`src/rtl/bram_be_arbiter_pkg.sv`:
```
// Shared types and constants for the two-port byte-enable BRAM arbiter.
// Optional feature macro used by this block: BRAM_ARB_RR_EN.

package bram_arb_pkg;

  // Number of requesters sharing the RAM.
  localparam int NUM_PORTS = 32'd2;

  // Requester identity; also the encoding of the last-grant pointer.
  typedef enum logic {
    PORT_A = 1'b0,
    PORT_B = 1'b1
  } port_id_t;

  // The port that is not p; the preferred winner when p was granted last.
  function automatic port_id_t other_port(input port_id_t p);
    port_id_t o;
    case (p)
      PORT_A:  o = PORT_B;
      PORT_B:  o = PORT_A;
      default: o = PORT_A;
    endcase
    return o;
  endfunction

endpackage : bram_arb_pkg

```
`src/rtl/bram_be_arbiter_if.sv`:
```
// One requester channel of the BRAM arbiter: a valid/ready request path
// (read or byte-enabled write) and a valid/ready read-response path.
// The client side uses the master modport, the arbiter the slave modport.

interface bram_be_arbiter_if #(
  parameter int ADDR_WIDTH = 32'd10,
  parameter int DATA_WIDTH = 32'd32
);

  localparam int BE_WIDTH = DATA_WIDTH / 32'd8;

  // Request channel
  logic                  req_valid;
  logic                  req_ready;
  logic                  req_we;
  logic [ADDR_WIDTH-1:0] req_addr;
  logic [DATA_WIDTH-1:0] req_data;
  logic [BE_WIDTH-1:0]   req_be;

  // Read-response channel
  logic                  resp_valid;
  logic                  resp_ready;
  logic [DATA_WIDTH-1:0] resp_data;

  modport master (
    output req_valid, req_we, req_addr, req_data, req_be, resp_ready,
    input  req_ready, resp_valid, resp_data
  );

  modport slave (
    input  req_valid, req_we, req_addr, req_data, req_be, resp_ready,
    output req_ready, resp_valid, resp_data
  );

endinterface : bram_be_arbiter_if

```
`src/rtl/bram_be_arbiter_pick.sv`:
```
// Two-input grant selection for the BRAM arbiter.
// With BRAM_ARB_RR_EN defined, contention is resolved round-robin using a
// last-grant pointer that resets to port B (so A wins the first contest).
// Without it, port A always wins and no pointer register exists.
// Inputs are already qualified with request-valid, so any grant is a fire.

module bram_arb_pick
  import bram_arb_pkg::*;
(
`ifdef BRAM_ARB_RR_EN
  input  logic clk,
  input  logic rst_n,
`endif
  input  logic elig_a,
  input  logic elig_b,
  output logic grant_a,
  output logic grant_b
);

`ifdef BRAM_ARB_RR_EN

  port_id_t last_r;
  port_id_t pref_s;

  // Round-robin choice: an uncontested port wins outright, otherwise the
  // port that was not granted last.
  always_comb begin
    grant_a = 1'b0;
    grant_b = 1'b0;
    pref_s  = other_port(last_r);
    if (elig_a && elig_b) begin
      if (pref_s == PORT_A) begin
        grant_a = 1'b1;
      end else begin
        grant_b = 1'b1;
      end
    end else begin
      grant_a = elig_a;
      grant_b = elig_b;
    end
  end

  // Last-grant pointer; it only moves when a request actually fires.
  always_ff @(posedge clk or negedge rst_n) begin
    if (!rst_n) begin
      last_r <= PORT_B;
    end else if (grant_a) begin
      last_r <= PORT_A;
    end else if (grant_b) begin
      last_r <= PORT_B;
    end else begin
      last_r <= last_r;
    end
  end

`else

  // Fixed priority: A whenever eligible, B only when A is not.
  always_comb begin
    grant_a = 1'b0;
    grant_b = 1'b0;
    if (elig_a) begin
      grant_a = 1'b1;
    end else begin
      grant_b = elig_b;
    end
  end

`endif

endmodule : bram_arb_pick

```
`src/rtl/bram_be_arbiter.sv`:
```
// Shares one single-port byte-enable block RAM between two requesters.
// - One RAM operation per cycle; RAM pins are a combinational mux of the
//   granted request.
// - Each port may have at most one read outstanding; a read's data is
//   captured from ram_do one cycle after the fire and presented on the
//   port's response channel from the following cycle.
// Optional feature: define BRAM_ARB_RR_EN for round-robin arbitration;
// the default build uses fixed priority with port A first.

module bram_be_arbiter
  import bram_arb_pkg::*;
#(
  parameter int ADDR_WIDTH = 32'd10,
  parameter int DATA_WIDTH = 32'd32,
  parameter int BE_WIDTH   = DATA_WIDTH / 32'd8
) (
  input  logic                  CLK,
  input  logic                  RESET_N,
  bram_be_arbiter_if.slave      a,
  bram_be_arbiter_if.slave      b,
  output logic [DATA_WIDTH-1:0] ram_di,
  output logic [ADDR_WIDTH-1:0] ram_addr,
  output logic [BE_WIDTH-1:0]   ram_be,
  output logic                  ram_we,
  output logic                  ram_re,
  input  logic [DATA_WIDTH-1:0] ram_do
);

  // A request as seen by the RAM-pin mux.
  typedef struct packed {
    logic                  we;
    logic [ADDR_WIDTH-1:0] addr;
    logic [DATA_WIDTH-1:0] data;
    logic [BE_WIDTH-1:0]   be;
  } req_t;

  req_t     req_a_s;
  req_t     req_b_s;
  req_t     sel_req_s;

  logic     elig_a_s;
  logic     elig_b_s;
  logic     grant_a_s;
  logic     grant_b_s;
  logic     grant_any_s;
  port_id_t grant_id_s;
  logic     rd_fire_a_s;
  logic     rd_fire_b_s;

  logic                  inflight_a_r;
  logic                  inflight_b_r;
  logic                  resp_valid_a_r;
  logic                  resp_valid_b_r;
  logic [DATA_WIDTH-1:0] resp_data_a_r;
  logic [DATA_WIDTH-1:0] resp_data_b_r;

  assign req_a_s = '{we: a.req_we, addr: a.req_addr, data: a.req_data, be: a.req_be};
  assign req_b_s = '{we: b.req_we, addr: b.req_addr, data: b.req_data, be: b.req_be};

  // Eligibility: writes whenever valid; reads only with no read in flight
  // and a response buffer that is empty or being drained this cycle.
  // Nothing is eligible while reset is asserted.
  always_comb begin
    elig_a_s = 1'b0;
    elig_b_s = 1'b0;
    if (RESET_N) begin
      elig_a_s = a.req_valid &&
                 (a.req_we || (!inflight_a_r && (!resp_valid_a_r || a.resp_ready)));
      elig_b_s = b.req_valid &&
                 (b.req_we || (!inflight_b_r && (!resp_valid_b_r || b.resp_ready)));
    end else begin
      elig_a_s = 1'b0;
      elig_b_s = 1'b0;
    end
  end

  bram_arb_pick u_pick (
`ifdef BRAM_ARB_RR_EN
    .clk     (CLK),
    .rst_n   (RESET_N),
`endif
    .elig_a  (elig_a_s),
    .elig_b  (elig_b_s),
    .grant_a (grant_a_s),
    .grant_b (grant_b_s)
  );

  assign a.req_ready = grant_a_s;
  assign b.req_ready = grant_b_s;

  // Reduce the two one-hot grants to "any grant" plus the winning port id.
  always_comb begin
    grant_any_s = grant_a_s || grant_b_s;
    grant_id_s  = PORT_A;
    if (grant_b_s) begin
      grant_id_s = PORT_B;
    end else begin
      grant_id_s = PORT_A;
    end
  end

  // Read fires per port feed the in-flight flags.
  always_comb begin
    rd_fire_a_s = grant_a_s && !req_a_s.we;
    rd_fire_b_s = grant_b_s && !req_b_s.we;
  end

  // RAM pin mux: the granted request drives the RAM; a read forces all
  // byte enables low, and with no grant the RAM sits idle.
  always_comb begin
    sel_req_s = '0;
    ram_di    = '0;
    ram_addr  = '0;
    ram_be    = '0;
    ram_we    = 1'b0;
    ram_re    = 1'b0;
    case (grant_id_s)
      PORT_A:  sel_req_s = req_a_s;
      PORT_B:  sel_req_s = req_b_s;
      default: sel_req_s = '0;
    endcase
    if (grant_any_s) begin
      ram_addr = sel_req_s.addr;
      ram_di   = sel_req_s.data;
      if (sel_req_s.we) begin
        ram_we = 1'b1;
        ram_be = sel_req_s.be;
      end else begin
        ram_re = 1'b1;
        ram_be = '0;
      end
    end else begin
      ram_we = 1'b0;
      ram_re = 1'b0;
    end
  end

  // In-flight flags: set the cycle after a read fires, i.e. exactly while
  // ram_do carries that read's data. Reset drops any outstanding read.
  always_ff @(posedge CLK or negedge RESET_N) begin
    if (!RESET_N) begin
      inflight_a_r <= 1'b0;
      inflight_b_r <= 1'b0;
    end else begin
      inflight_a_r <= rd_fire_a_s;
      inflight_b_r <= rd_fire_b_s;
    end
  end

  // Port A response buffer: capture ram_do while in flight, otherwise
  // clear on consumption; a capture wins over a same-cycle consume.
  always_ff @(posedge CLK or negedge RESET_N) begin
    if (!RESET_N) begin
      resp_valid_a_r <= 1'b0;
      resp_data_a_r  <= '0;
    end else if (inflight_a_r) begin
      resp_valid_a_r <= 1'b1;
      resp_data_a_r  <= ram_do;
    end else if (a.resp_ready) begin
      resp_valid_a_r <= 1'b0;
      resp_data_a_r  <= resp_data_a_r;
    end else begin
      resp_valid_a_r <= resp_valid_a_r;
      resp_data_a_r  <= resp_data_a_r;
    end
  end

  // Port B response buffer: same policy as port A.
  always_ff @(posedge CLK or negedge RESET_N) begin
    if (!RESET_N) begin
      resp_valid_b_r <= 1'b0;
      resp_data_b_r  <= '0;
    end else if (inflight_b_r) begin
      resp_valid_b_r <= 1'b1;
      resp_data_b_r  <= ram_do;
    end else if (b.resp_ready) begin
      resp_valid_b_r <= 1'b0;
      resp_data_b_r  <= resp_data_b_r;
    end else begin
      resp_valid_b_r <= resp_valid_b_r;
      resp_data_b_r  <= resp_data_b_r;
    end
  end

  assign a.resp_valid = resp_valid_a_r;
  assign a.resp_data  = resp_data_a_r;
  assign b.resp_valid = resp_valid_b_r;
  assign b.resp_data  = resp_data_b_r;

endmodule : bram_be_arbiter

```
`src/flat_wrapper.sv`:
```
// flat-port wrapper written by rule: the top's interface ports become plain ports
module bram_be_arbiter_flat import bram_arb_pkg::*;
#(
  parameter int ADDR_WIDTH = 32'd10,
  parameter int DATA_WIDTH = 32'd32,
  parameter int BE_WIDTH   = DATA_WIDTH / 32'd8
)
  (CLK, RESET_N, ram_di, ram_addr, ram_be, ram_we, ram_re, ram_do, a_req_valid, a_req_we, a_req_addr, a_req_data, a_req_be, a_resp_ready, a_req_ready, a_resp_valid, a_resp_data, b_req_valid, b_req_we, b_req_addr, b_req_data, b_req_be, b_resp_ready, b_req_ready, b_resp_valid, b_resp_data);
  bram_be_arbiter_if #(.ADDR_WIDTH(ADDR_WIDTH), .DATA_WIDTH(DATA_WIDTH)) a_i ();
  bram_be_arbiter_if #(.ADDR_WIDTH(ADDR_WIDTH), .DATA_WIDTH(DATA_WIDTH)) b_i ();
  input  logic CLK;
  input  logic RESET_N;
  output logic [DATA_WIDTH-1:0] ram_di;
  output logic [ADDR_WIDTH-1:0] ram_addr;
  output logic [BE_WIDTH-1:0] ram_be;
  output logic ram_we;
  output logic ram_re;
  input  logic [DATA_WIDTH-1:0] ram_do;
  input wire logic [$bits(a_i.req_valid)-1:0] a_req_valid;
  input wire logic [$bits(a_i.req_we)-1:0] a_req_we;
  input wire logic [$bits(a_i.req_addr)-1:0] a_req_addr;
  input wire logic [$bits(a_i.req_data)-1:0] a_req_data;
  input wire logic [$bits(a_i.req_be)-1:0] a_req_be;
  input wire logic [$bits(a_i.resp_ready)-1:0] a_resp_ready;
  output wire logic [$bits(a_i.req_ready)-1:0] a_req_ready;
  output wire logic [$bits(a_i.resp_valid)-1:0] a_resp_valid;
  output wire logic [$bits(a_i.resp_data)-1:0] a_resp_data;
  input wire logic [$bits(b_i.req_valid)-1:0] b_req_valid;
  input wire logic [$bits(b_i.req_we)-1:0] b_req_we;
  input wire logic [$bits(b_i.req_addr)-1:0] b_req_addr;
  input wire logic [$bits(b_i.req_data)-1:0] b_req_data;
  input wire logic [$bits(b_i.req_be)-1:0] b_req_be;
  input wire logic [$bits(b_i.resp_ready)-1:0] b_resp_ready;
  output wire logic [$bits(b_i.req_ready)-1:0] b_req_ready;
  output wire logic [$bits(b_i.resp_valid)-1:0] b_resp_valid;
  output wire logic [$bits(b_i.resp_data)-1:0] b_resp_data;
  assign a_i.req_valid = a_req_valid;
  assign a_i.req_we = a_req_we;
  assign a_i.req_addr = a_req_addr;
  assign a_i.req_data = a_req_data;
  assign a_i.req_be = a_req_be;
  assign a_i.resp_ready = a_resp_ready;
  assign a_req_ready = a_i.req_ready;
  assign a_resp_valid = a_i.resp_valid;
  assign a_resp_data = a_i.resp_data;
  assign b_i.req_valid = b_req_valid;
  assign b_i.req_we = b_req_we;
  assign b_i.req_addr = b_req_addr;
  assign b_i.req_data = b_req_data;
  assign b_i.req_be = b_req_be;
  assign b_i.resp_ready = b_resp_ready;
  assign b_req_ready = b_i.req_ready;
  assign b_resp_valid = b_i.resp_valid;
  assign b_resp_data = b_i.resp_data;
  bram_be_arbiter #(.ADDR_WIDTH(ADDR_WIDTH), .DATA_WIDTH(DATA_WIDTH), .BE_WIDTH(BE_WIDTH)) u_core (.CLK(CLK), .RESET_N(RESET_N), .a(a_i), .b(b_i), .ram_di(ram_di), .ram_addr(ram_addr), .ram_be(ram_be), .ram_we(ram_we), .ram_re(ram_re), .ram_do(ram_do));
endmodule
```
`config.mk`:
```
export PLATFORM = sky130hd
export DESIGN_NAME = bram_be_arbiter_flat
export DESIGN_NICKNAME = d
export VERILOG_FILES = /design/src/rtl/bram_be_arbiter_pkg.sv /design/src/rtl/bram_be_arbiter_if.sv /design/src/rtl/bram_be_arbiter_pick.sv /design/src/rtl/bram_be_arbiter.sv /design/src/flat_wrapper.sv
export SDC_FILE = /design/constraint.sdc
export NUM_CORES = 1
export LEC_CHECK = 0
export ABC_AREA = 1
export CAP_MARGIN = 10
export CORE_MARGIN = 3
export CORE_UTILIZATION = 36
export CTS_CLUSTER_SIZE = 25
export DETAILED_ROUTE_END_ITERATION = 8
export PLACE_DENSITY = 0.85
export SKIP_CTS_REPAIR_TIMING = 1
export SYNTH_ARGS = -nofsm -noshare
export SYNTH_HDL_FRONTEND = slang
export SYNTH_SLANG_ARGS = --single-unit
```
`constraint.sdc`:
```
create_clock -name CLK -period 2.5 [get_ports CLK]
set_input_delay 0.25 -clock CLK [delete_from_list [all_inputs] [get_ports CLK]]
set_output_delay 0.25 -clock CLK [all_outputs]
set_load 0.03 [all_outputs]
```
==> flow_summary.json, run 1 <==
{
  "end_kind": "output port",
  "finish.utilization": 0.6863,
  "core_area_mm2": 0.008763,
  "synth.distinct_cells": 15,
  "worstReg2RegStart": "u_core.inflight_b_r$_DFF_PN0_",
  "power.leakage_nw": 3.100,
  "final.setup.tns_ns": 0,
  "initial_utilization": 0.3718,
  "wl_um": 12690,
  "fin_worst_skew_ns": 0.006211,
  "startpoint_type": "flip-flop",
  "die_h_um": 101.1,
  "layout_setup_ws_ns": 0.2332,
  "dr.pass1.iters": 4,
  "nets": 831,
  "area_delta_synth_final_pct": 84.60,
  "drc": 0,
  "htreeDepth": 3,
  "hold_violations": 0,
  "max_freq_mhz": 441.1,
  "antenna_found_initial": 0,
  "critPathMaxFanout": 43,
  "grt-ovfl-total": 0,
  "layout_common_cells": "334 x nand2_1, 196 x clkdlybuf4s50_1, 68 x dfrtp_1",
  "cts.sinks": 68,
  "drive_gt1_frac": 0.1152,
  "ant_nets": 0,
  "cts_tree": "done",
  "worst_slew_pin_slew_ns": 0.4980,
  "yosysSeqAreaShare": 0.5223,
  "crit_required_ns": 2.25,
  "ctsLongestPathBuffers": 2,
  "drv_cap": 0,
  "worstHoldPathType": "input port to async pin",
  "total_power_w": 0.004109,
  "ys_warn_count": 0,
  "status": "complete, no violations",
  "wl_per_cell_um": 15.64,
  "dr.first_iter.drc_count": 121,
  "grt_setup_unrepaired": "no",
  "peakVddDrop_mv": 0.3486,
  "grt_max_degree": 44,
  "portBuffers": 247,
  "die_area_mm2": 0.01023,
  "die_x_um": 101.1,
  "synth_seq_cells": 68,
  "vias": 3772,
  "power_density_mw_per_mm2": 683.1,
  "gp_congestion": 0.9526,
  "netlist_instances": 457,
  "clk_latency_ns": 0.33,
  "r2r_cells": 5,
  "dp_hpwl_um": 9968,
  "hold_slack_ns": 0.06186,
  "clk_pin_slew_worst_paths_ns": 0.07,
  "reg2reg_slack_ns": 1.27,
  "syn-cell-area_mm2": 0.003258,
  "grt_pass1_vias": 3802,
  "cp.arrival_ns": 2.02,
  "cts-root-buf": "clkbuf_8",
  "drv_slew": 0,
  "cts_buffers": 9,
  "synthesis.nets": 589,
  "via_per_inst": 4.651,
  "grt_first_pass_wirelength_um": 19440,
  "regToRegEndpoint": "u_core.inflight_b_r$_DFF_PN0_",
  "final_common_cell": "nand2_1",
  "avgSynthCellArea_um2": 7.129,
  "fin_crit_ns": 2.267,
  "place_ws_ns": 0.3011,
  "io_pins": 248,
  "grt_usage": 0.2468,
  "n_antenna_cell": 0,
  "critPathKind": "flip-flop to output port",
  "rows": 34,
  "setup_viol": 0,
  "slew-limit-headroom": 0.6680,
  "post-route-period-util": 0.9067,
  "nFillCells": 723
}
synth_stat cells:
cell	instances	share of area
clkbuf_1	12	0.014
clkinv_4	1	0.0027
buf_6	4	0.014
nand2_1	334	0.38
inv_2	2	0.0023
inv_4	1	0.0019
nor2_1	4	0.0046
nand2_2	2	0.0038
inv_1	12	0.014
nand2_4	3	0.010
buf_4	1	0.0023
a21oi_4	1	0.0050
nand3_1	7	0.011
dfrtp_1	68	0.52
buf_2	5	0.0077
final cells by class:
class | count | area, µm² | share of cell area
Tap cell | 108 | 135.1 | 0.02247
Multi-Input combinational cell | 351 | 1366 | 0.2272
Sequential cell | 68 | 1702 | 0.2829
Clock buffer | 11 | 141.4 | 0.02351
Timing Repair Buffer | 253 | 2550 | 0.4240
Clock inverter | 4 | 50.05 | 0.008321
Inverter | 16 | 70.07 | 0.01165
power breakdown:
group	internal, W	switching, W
registers	0.00132	0.000126
clock network	0.000481	0.000407
logic	0.000773	0.000999
stage by stage:
step	std cells	instance area, µm²
global placement	796	5821
global route	811	6015
CTS	811	6012
floorplan	457	3258
detailed placement	796	5821
finish	811	6015
layer usage:
layer	up-vias	routed length [µm]	global-route usage
li1	1836	-	-
met1	1718	4603	0.2913
met2	189	6519	0.4165
met3	29	1062	0.06612
met4	0	502	0.1186
met5	-	0	0
worst max-delay path by stage:
stage,from,endpoint,slack [ns],cells past startpoint
3_3_place_gp,a_resp_ready,ram_addr[2],0.31,11
3_5_place_dp,a_resp_ready,ram_addr[2],0.30,11
2_1_floorplan,u_core.a.resp_valid$_DFFE_PN0P_,ram_be[0],0.69,8
6_report,u_core.inflight_b_r$_DFF_PN0_,ram_di[21],0.23,8
5_1_grt,u_core.inflight_b_r$_DFF_PN0_,ram_di[21],0.06,8
4_1_cts,u_core.inflight_b_r$_DFF_PN0_,ram_di[21],0.14,8
critical path: stages, from the launching register on:
cell and delay (ns):
dfrtp_1 0.41, clkinv_4 0.23, nand2_4 0.10, a21oi_4 0.22, nand2_4 0.11, inv_6 0.24
nand2_1 0.11, nand2_1 0.09, buf_4 0.16
cells by family after synthesis:
family / after synthesis / share of synthesized area
AO/OA/AOI/OAI: 1 / 0.004994
buffers and inverters: 38 / 0.05837
flip-flops: 68 / 0.5223
AND/OR/NAND/NOR: 350 / 0.4144
flip-flops by register name (all words and copies together) (netlist names):
signal,cells
u_core.inflight_a_r,1
u_core.b.resp_valid,1
u_core.inflight_b_r,1
u_core.b.resp_data,32
u_core.a.resp_data,32
u_core.a.resp_valid,1
No activity file was read; power rests on OpenSTA's default activity.
==> inputs of run 2 (changes only) <==
--- a/config.mk
+++ b/config.mk
@@ -8,10 +8,9 @@
 export ABC_AREA = 1
 export CAP_MARGIN = 10
 export CORE_MARGIN = 3
-export CORE_UTILIZATION = 36
-export CTS_CLUSTER_SIZE = 25
+export CORE_UTILIZATION = 34
 export DETAILED_ROUTE_END_ITERATION = 8
-export PLACE_DENSITY = 0.85
+export PLACE_DENSITY = 0.81
 export SKIP_CTS_REPAIR_TIMING = 1
 export SYNTH_ARGS = -nofsm -noshare
 export SYNTH_HDL_FRONTEND = slang
==> constraint.sdc (replaced) <==
create_clock -name CLK -period 2.6 [get_ports CLK]
set_input_delay 0.26 -clock CLK [delete_from_list [all_inputs] [get_ports CLK]]
set_output_delay 0.26 -clock CLK [all_outputs]
set_load 0.03 [all_outputs]
==> flow_summary.json, run 2 (same netlist as run 1, synthesis figures left out) <==
{
  "grt_max_degree": 44,
  "regArea_mm2": 0.001702,
  "max_stage_delay_ns": 0.41,
  "dr.first_iter.drc_count": 212,
  "io_pins": 248,
  "nFillCells": 803,
  "path_buf_inv": 3,
  "core_area_mm2": 0.009284,
  "max_freq_mhz": 426.1,
  "r2r_cells": 5,
  "crit_chain": "clkinv_4, nand2_4, a21oi_4, nand2_4, inv_4, nand2_1, nand2_1, buf_12",
  "power_density_mw_per_mm2": 671.4,
  "wl_per_cell_um": 15.01,
  "hold_violations": 0,
  "cts_buffers": 9,
  "area_delta_synth_final_pct": 85.60,
  "worstHoldPathType": "input port to async pin",
  "slew-limit-headroom": 0.7036,
  "cts_tree": "done",
  "layout_common_cells": "334 x nand2_1, 196 x clkdlybuf4s50_1, 68 x dfrtp_1",
  "critPathKind": "flip-flop to output port",
  "worst_slew_pin_slew_ns": 0.4446,
  "startpoint_type": "flip-flop",
  "dr.pass1.iters": 4,
  "ant_nets": 0,
  "placed_cell_area_mm2": 0.005822,
  "clk_latency_ns": 0.33,
  "final_area_mm2": 0.006047,
  "die_h_um": 103.9,
  "drc": 0,
  "grt_usage": 0.2323,
  "drv_cap": 0,
  "portBuffers": 247,
  "crit_cells": 8,
  "cts.sinks": 68,
  "setup_viol": 0,
  "clk_pin_slew_worst_paths_ns": 0.08,
  "fin_crit_ns": 2.347,
  "grt_setup_unrepaired": "no",
  "cts-root-buf": "clkbuf_8",
  "die_area_mm2": 0.01079,
  "final.setup.tns_ns": 0,
  "gp_congestion": 0.9098,
  "antenna_found_initial": 0,
  "drv_slew": 0,
  "vias": 3773,
  "ctsLongestPathBuffers": 2,
  "peakVddDrop_mv": 0.2824,
  "nets": 831,
  "critPathMaxFanout": 43,
  "initial_utilization": 0.3509,
  "end_kind": "output port",
  "critical_path.top_delay_family": "buffers and inverters",
  "dp_hpwl_um": 9842,
  "final_common_cell": "nand2_1",
  "multiInputGateArea_mm2": 0.001366,
  "cp_slowest_cell": "dfrtp_1",
  "crit_required_ns": 2.34,
  "wl_um": 12500,
  "n_antenna_cell": 0,
  "via_per_inst": 4.529,
  "die_x_um": 103.9,
  "grt-ovfl-total": 0,
  "grt_first_pass_wirelength_um": 20060,
  "htreeDepth": 3,
  "status": "complete, no violations",
  "post-route-period-util": 0.9026,
  "drive_gt1_frac": 0.1165,
  "grt_pass1_vias": 3961,
  "cp.arrival_ns": 2.09,
  "rows": 35,
  "fin_worst_skew_ns": 0.01014,
  "power.leakage_nw": 3.108
}
[run 2: changes by cell type in the layout (fill, tap and decap cells not counted)]
cell | before | now
inv_4 | 0 | 1
buf_4 | 43 | 45
buf_12 | 13 | 11
clkinv_2 | 1 | 0
bufinv_16 | 1 | 2
[run 2: layout make-up]
class,instances,share of cell area
well taps,129,0.02669
clock inverters,5,0.01386
repair buffers,253,0.4175
clock buffers,11,0.02338
flip-flops and latches,68,0.2814
multi-input cells,351,0.2259
inverters,16,0.01117
[run 2: layer usage]
metal  wire, µm  vias up  GRT usage
li1           -     1836          -
met1       4546     1728     0.2498
met2       6400      191     0.4178
met3       1139       18    0.07759
met4        414        0    0.09402
met5          0        -          0
[run 2: per-stage QoR]
| stage | hold WS (ns) | total power (W) | util | worst slack, ns | std cells |
|---|---|---|---|---|---|
| global route | 0.1278 | 0.004256 | 0.6513 | 0.07990 | 833 |
| detailed placement | 0.4575 | 0.003117 | 0.6271 | 0.3667 | 817 |
| finish | 0.08530 | 0.004060 | 0.6513 | 0.2532 | 833 |
| global placement | 0.4528 | 0.003081 | 0.6271 | 0.3795 | 817 |
| floorplan | -0.03559 | 0.002222 | - | 0.7750 | 457 |
| CTS | 0.1073 | 0.004102 | 0.6513 | 0.2251 | 833 |
[run 2: report_power, final]
part	switching (W)	internal, W	total, W
clock	0.000406	0.000570	0.000976
combinational	0.000959	0.000737	0.00170
sequential	0.000118	0.00127	0.00139
[run 2: path summary, 6_finish.rpt]
check / slack (ns) / endpoint / startpoint
worst max-delay path: 0.25 / ram_di[0] / u_core.inflight_b_r$_DFF_PN0_
worst min-delay path: 0.09 / u_core.a.resp_data[30]$_DFFE_PN0P_ / RESET_N
worst max register to register: 1.36 / u_core.inflight_b_r$_DFF_PN0_ / u_core.inflight_b_r$_DFF_PN0_
worst min register to register: 0.47 / u_core.b.resp_data[28]$_DFFE_PN0P_ / u_core.b.resp_data[28]$_DFFE_PN0P_
max in group asynchronous: 2.18 / u_core.a.resp_data[17]$_DFFE_PN0P_ / RESET_N
min in group CLK: 0.46 / u_core.inflight_b_r$_DFF_PN0_ / RESET_N
==> patch 1: new RTL, flow settings as in run 1 <==
`ADDR_WIDTH` is set to 32'd10 in 3 places; all go to 32'd9.
--- a/src/rtl/bram_be_arbiter_if.sv
+++ b/src/rtl/bram_be_arbiter_if.sv
@@ -3,7 +3,7 @@
 // The client side uses the master modport, the arbiter the slave modport.
 
 interface bram_be_arbiter_if #(
-  parameter int ADDR_WIDTH = 32'd10,
+  parameter int ADDR_WIDTH = 32'd9,
   parameter int DATA_WIDTH = 32'd32
 );
 
--- a/src/rtl/bram_be_arbiter.sv
+++ b/src/rtl/bram_be_arbiter.sv
@@ -10,7 +10,7 @@
 module bram_be_arbiter
   import bram_arb_pkg::*;
 #(
-  parameter int ADDR_WIDTH = 32'd10,
+  parameter int ADDR_WIDTH = 32'd9,
   parameter int DATA_WIDTH = 32'd32,
   parameter int BE_WIDTH   = DATA_WIDTH / 32'd8
 ) (
--- a/src/flat_wrapper.sv
+++ b/src/flat_wrapper.sv
@@ -1,7 +1,7 @@
 // flat-port wrapper written by rule: the top's interface ports become plain ports
 module bram_be_arbiter_flat import bram_arb_pkg::*;
 #(
-  parameter int ADDR_WIDTH = 32'd10,
+  parameter int ADDR_WIDTH = 32'd9,
   parameter int DATA_WIDTH = 32'd32,
   parameter int BE_WIDTH   = DATA_WIDTH / 32'd8
 )
Ports: changed (resized a_req_addr, b_req_addr and ram_addr); port bits go from 248 to 245. No check against the original RTL was run, so the function may have changed too.
==> patch 1 against run 1 <==
Non-clock buffer count unchanged. Sequential cell count stayed put. Cell count down 0.25%. Design area is 0.52% higher. Clock power is essentially flat. Total power grew 0.30%. Area after synthesis up 0.12%. Clock skew up 0.0068 ns. Routed wire length up 6.7%. Setup slack improved by 0.0036 ns. Critical path type unchanged. Critical endpoint is now ram_addr[6].
==> patch 1: results (changes against run 1) <==
| Metric | Value |
|---|---|
| Status | `finished, final reports clean` |
| Nets@finish | `826 (-0.60%)` |
| Synth unique cells | `17 (+2)` |
| Initial antenna violation count | `0 (unchanged)` |
| Post-synthesis sequential area ratio | `0.522 (-0.000601)` |
| Synth top cells by count | `nand2_1, dfrtp_1, clkbuf_1, inv_1, nand3_1` |
| GP Congestion | `0.976 (+2.5%)` |
| DP Wirelength | `10900 um (+9.3%)` |
| Initial DRC Count | `120 (-0.83%)` |
| Flop2flop setup slack | `1.25 ns (-0.02 ns)` |
| Layout cells sized above 1 | `0.117 (+0.00176)` |
| Lkg Pwr | `3.11 nW (+0.19%)` |
| CTS clk-pin slew, worst paths | `0.08 ns` |
| First-pass GRT wire length | `19800 um (+2.0%)` |
| Vias per inst | `4.67 (+0.49%)` |
| Sw Ratio | `0.378 (+0.00537)` |
| Setup Skew | `0.0131 ns (+0.00685 ns)` |
| Overall Global Routing Usage | `0.255 (+0.00811)` |
| Top cells by area, synth | `dfrtp_1, nand2_1, buf_6` |
| Syn nets | `584 (-0.85%)` |
| Worst VDD drop | `0.357 mV (+2.4%)` |
| Largest net degree at the start of global routing | `53 (+20%)` |
| Vias in the first global route | `3870 (+1.8%)` |
| Wire length per cell | `16.7 um (+7.0%)` |
| DP Worst Slack | `0.325 ns (+0.0235 ns)` |
| WHS | `0.157 ns (+0.0946 ns)` |
patch 1: changes by cell type in the layout (fill, tap and decap cells not counted), sizes merged:
cell	delta
inv	+1
clkinv	+1
dlygate4sd3	+2
clkdlybuf4s50	-2
nand2	-3
clkbuf	-1
patch 1: worst max path at each step:
stage,slack (ns),cells after the start,to
after CTS,0.13,8,ram_addr[6]
after detailed placement,0.32,10,ram_addr[6]
final,0.24,8,ram_addr[6]
after global routing,0.06,8,ram_di[27]
after global placement,0.34,10,ram_addr[1]
after floorplan,0.70,8,ram_be[0]
patch 1: per-stage QoR:
step | cell area (um^2) | cells
after global routing | 6050 | 809
after global placement | 5830 | 791
after floorplan | 3260 | 454
after detailed placement | 5830 | 791
after CTS | 6020 | 807
final | 6050 | 809
patch 1: final cells by class:
cell class | instances | area [um^2]
timing repair buffer | 253 | 2590
clock buffer | 10 | 128
clock inverter | 6 | 63.8
tap | 108 | 135
inverter | 16 | 72.6
sequential | 68 | 1700
multi-input combinational | 348 | 1360
fill | 729 | 2720
patch 1: logic make-up after synthesis:
kind of cell,after synthesis,synth area share
compound gates,1,0.00499
buf+inv,38,0.0621
flops,68,0.522
simple gates,347,0.411
patch 1: layer usage:
layer / wire length, um / track usage
met5: 0 / 0
met4: 576 / 0.125
met3: 1150 / 0.0751
met2: 7140 / 0.460
met1: 4680 / 0.269
patch 1: power groups by stage:
stage | Clock (mW) | Sequential (mW) | Combinational (mW)
floorplan | 0 | 1.90 | 0.406
global placement | 0 | 1.45 | 1.77
detailed placement | 0 | 1.46 | 1.80
CTS | 0.907 | 1.45 | 1.80
global route | 0.958 | 1.47 | 1.88
finish | 0.889 | 1.44 | 1.79
patch 1: critical path, stage by stage (launching register included):
cell and delay, ns:
dfrtp_1 0.41, clkinv_4 0.23, nand2_4 0.09, a21oi_4 0.22, nand2_4 0.11, inv_6 0.24
nand2_1 0.09, nand2_1 0.14, buf_12 0.14
==> patch 2: new RTL, config.mk and constraints of run 1 <==
Made on the original files. Add a define of `BRAM_ARB_RR_EN`.
--- a/src/rtl/bram_be_arbiter_pick.sv
+++ b/src/rtl/bram_be_arbiter_pick.sv
@@ -3,6 +3,8 @@
 // last-grant pointer that resets to port B (so A wins the first contest).
 // Without it, port A always wins and no pointer register exists.
 // Inputs are already qualified with request-valid, so any grant is a fire.
+
+`define BRAM_ARB_RR_EN
 
 module bram_arb_pick
   import bram_arb_pkg::*;
Check against the original RTL: not equivalent (Yosys sat finds a counterexample within 4 cycles, from zero or initial values and one cycle with RESET_N low).
==> patch 2 against run 1 <==
Sequential share of layout area shrank 0.12 points. Largest cell class unchanged. Via count grew 4.7%. Setup slack lost 0.029 ns. Total power grew 5.6%. Sequential cell count grew 1. Area after synthesis grew 5.9%. First-iteration DRC count grew 81%. Design area grew 2.0%. Routed wire length shrank 1.3%.
==> patch 2: results (changes against run 1) <==
| Metric | Value |
|---|---|
| Layout cells sized above 1 | `0.136 (+0.0213)` |
| Critical path fanouts, max | `6 (-86%)` |
| Relative slew slack | `0.499 (-0.169)` |
| Largest net degree at the start of global routing | `62 (+41%)` |
| Diode count | `0 (unchanged)` |
| Initial antenna violation count | `0 (unchanged)` |
| Ys async rst share | `1.00 (unchanged)` |
| WL final | `12500 um (-1.3%)` |
| Slowest cell delay on critical path | `0.67 ns (+0.26 ns)` |
| Synth unique cells | `20 (+5)` |
| Post-synth top flop | `dfrtp_1` |
| Nets@finish | `845 (+1.7%)` |
| Post-synthesis sequential area ratio | `0.501 (-0.0215)` |
| CTS root buffer | `clkbuf_8` |
| CTS clk-pin slew, worst paths | `0.08 ns` |
| Initial DRC Count | `219 (+81%)` |
| Lkg Pwr | `3.13 nW (+0.84%)` |
| Max Root-Sink Buffers | `2 (unchanged)` |
| Initial DRT Pass Iterations | `4 (unchanged)` |
| Top cells by area, synth | `dfrtp_1, nand2_1, nand3_1` |
| H-tree depth | `3 (unchanged)` |
| Post-Place Cell Area | `0.00590 mm^2 (+1.4%)` |
| Worst Hold Class | `primary input to asynchronous set/reset pin` |
| Worst VDD drop | `0.296 mV (-15%)` |
| Vias per inst | `4.66 (+0.24%)` |
| Setup Skew | `0.00627 ns (+0.0000597 ns)` |
| Warnings, synthesis | `0 (unchanged)` |
| Slowest-stage cell, CP | `clkdlybuf4s50_1` |
| R2r worst-path depth | `8 (+3)` |
| Num CTS Buffers | `9 (unchanged)` |
| DP Worst Slack | `0.196 ns (-0.105 ns)` |
| Critical Path AT | `2.05 ns (+0.03 ns)` |
| First-pass GRT wire length | `20200 um (+3.7%)` |
| Worst skew pair latency | `0.32 ns` |
| Syn nets | `600 (+1.9%)` |
| DP Wirelength | `9990 um (+0.18%)` |
| Synth top cells by count | `nand2_1, dfrtp_1, nand3_1` |
| Vias in the first global route | `4103 (+7.9%)` |
| Overall Global Routing Usage | `0.230 (-0.0163)` |
| GP Congestion | `0.878 (-7.8%)` |
| Status | `finished, final reports clean` |
| Port bufs | `247 (unchanged)` |
[patch 2: worst max-delay path: cells and delay by family]
| family | cells | cell delay (ns) |
|---|---|---|
| buffers and inverters | 4 | 1.23 |
| and+or+nand+nor | 6 | 0.56 |
[patch 2: cell families (layout without fill, tap and decap cells)]
logic type,count (synthesis),after routing,synth area share
buffers and inverters,45,295,0.0703
AOI/OAI and AO/OA,3,3,0.00834
and+or+nand+nor,351,351,0.421
DFF,69,69,0.501
[patch 2: final cells by class]
type | instances | area [um^2]
multi-input combinational | 354 | 1480
clock inverter | 4 | 53.8
tap | 129 | 161
inverter | 18 | 75.1
fill | 772 | 3150
clock buffer | 12 | 165
sequential | 69 | 1730
timing repair buffer | 261 | 2470
[patch 2: metal layers]
layer / part of all wire / track usage / up-vias
met5: 0 / 0 / -
met3: 0.081 / 0.0646 / 28
li1: - / - / 1921
met2: 0.51 / 0.401 / 197
met1: 0.37 / 0.264 / 1803
met4: 0.031 / 0.104 / 0
[patch 2: stage by stage]
stage	utilization	std cells	power [mW]	hold slack (ns)
after floorplan	-	468	2.46	-0.0456
after global placement	0.636	830	3.37	0.103
after detailed placement	0.636	830	3.41	0.103
after CTS	0.660	846	4.39	-0.263
after global routing	0.661	847	4.57	0.194
final	0.661	847	4.34	0.139
[patch 2: power by group]
group / switching, mW / internal [mW]
clock network: 0.413 / 0.546
registers: 0.146 / 1.36
logic: 1.08 / 0.797
[patch 2: worst paths after layout]
kind                                                 endpoint                         startpoint  slack (ns)
setup / recovery                                       ram_we                       a_resp_ready        0.20
hold / removal             u_core.b.resp_data[19]$_DFFE_PN0P_                            RESET_N        0.14
setup reg to reg                u_core.inflight_a_r$_DFF_PN0_    u_core.a.resp_valid$_DFFE_PN0P_        1.03
hold reg to reg             u_core.a.resp_data[9]$_DFFE_PN0P_  u_core.a.resp_data[9]$_DFFE_PN0P_        0.47
max in group asynchronous    u_core.u_pick.last_r$_DFFE_PN1P_                            RESET_N        1.73
min in group CLK                u_core.inflight_b_r$_DFF_PN0_                            RESET_N        0.41
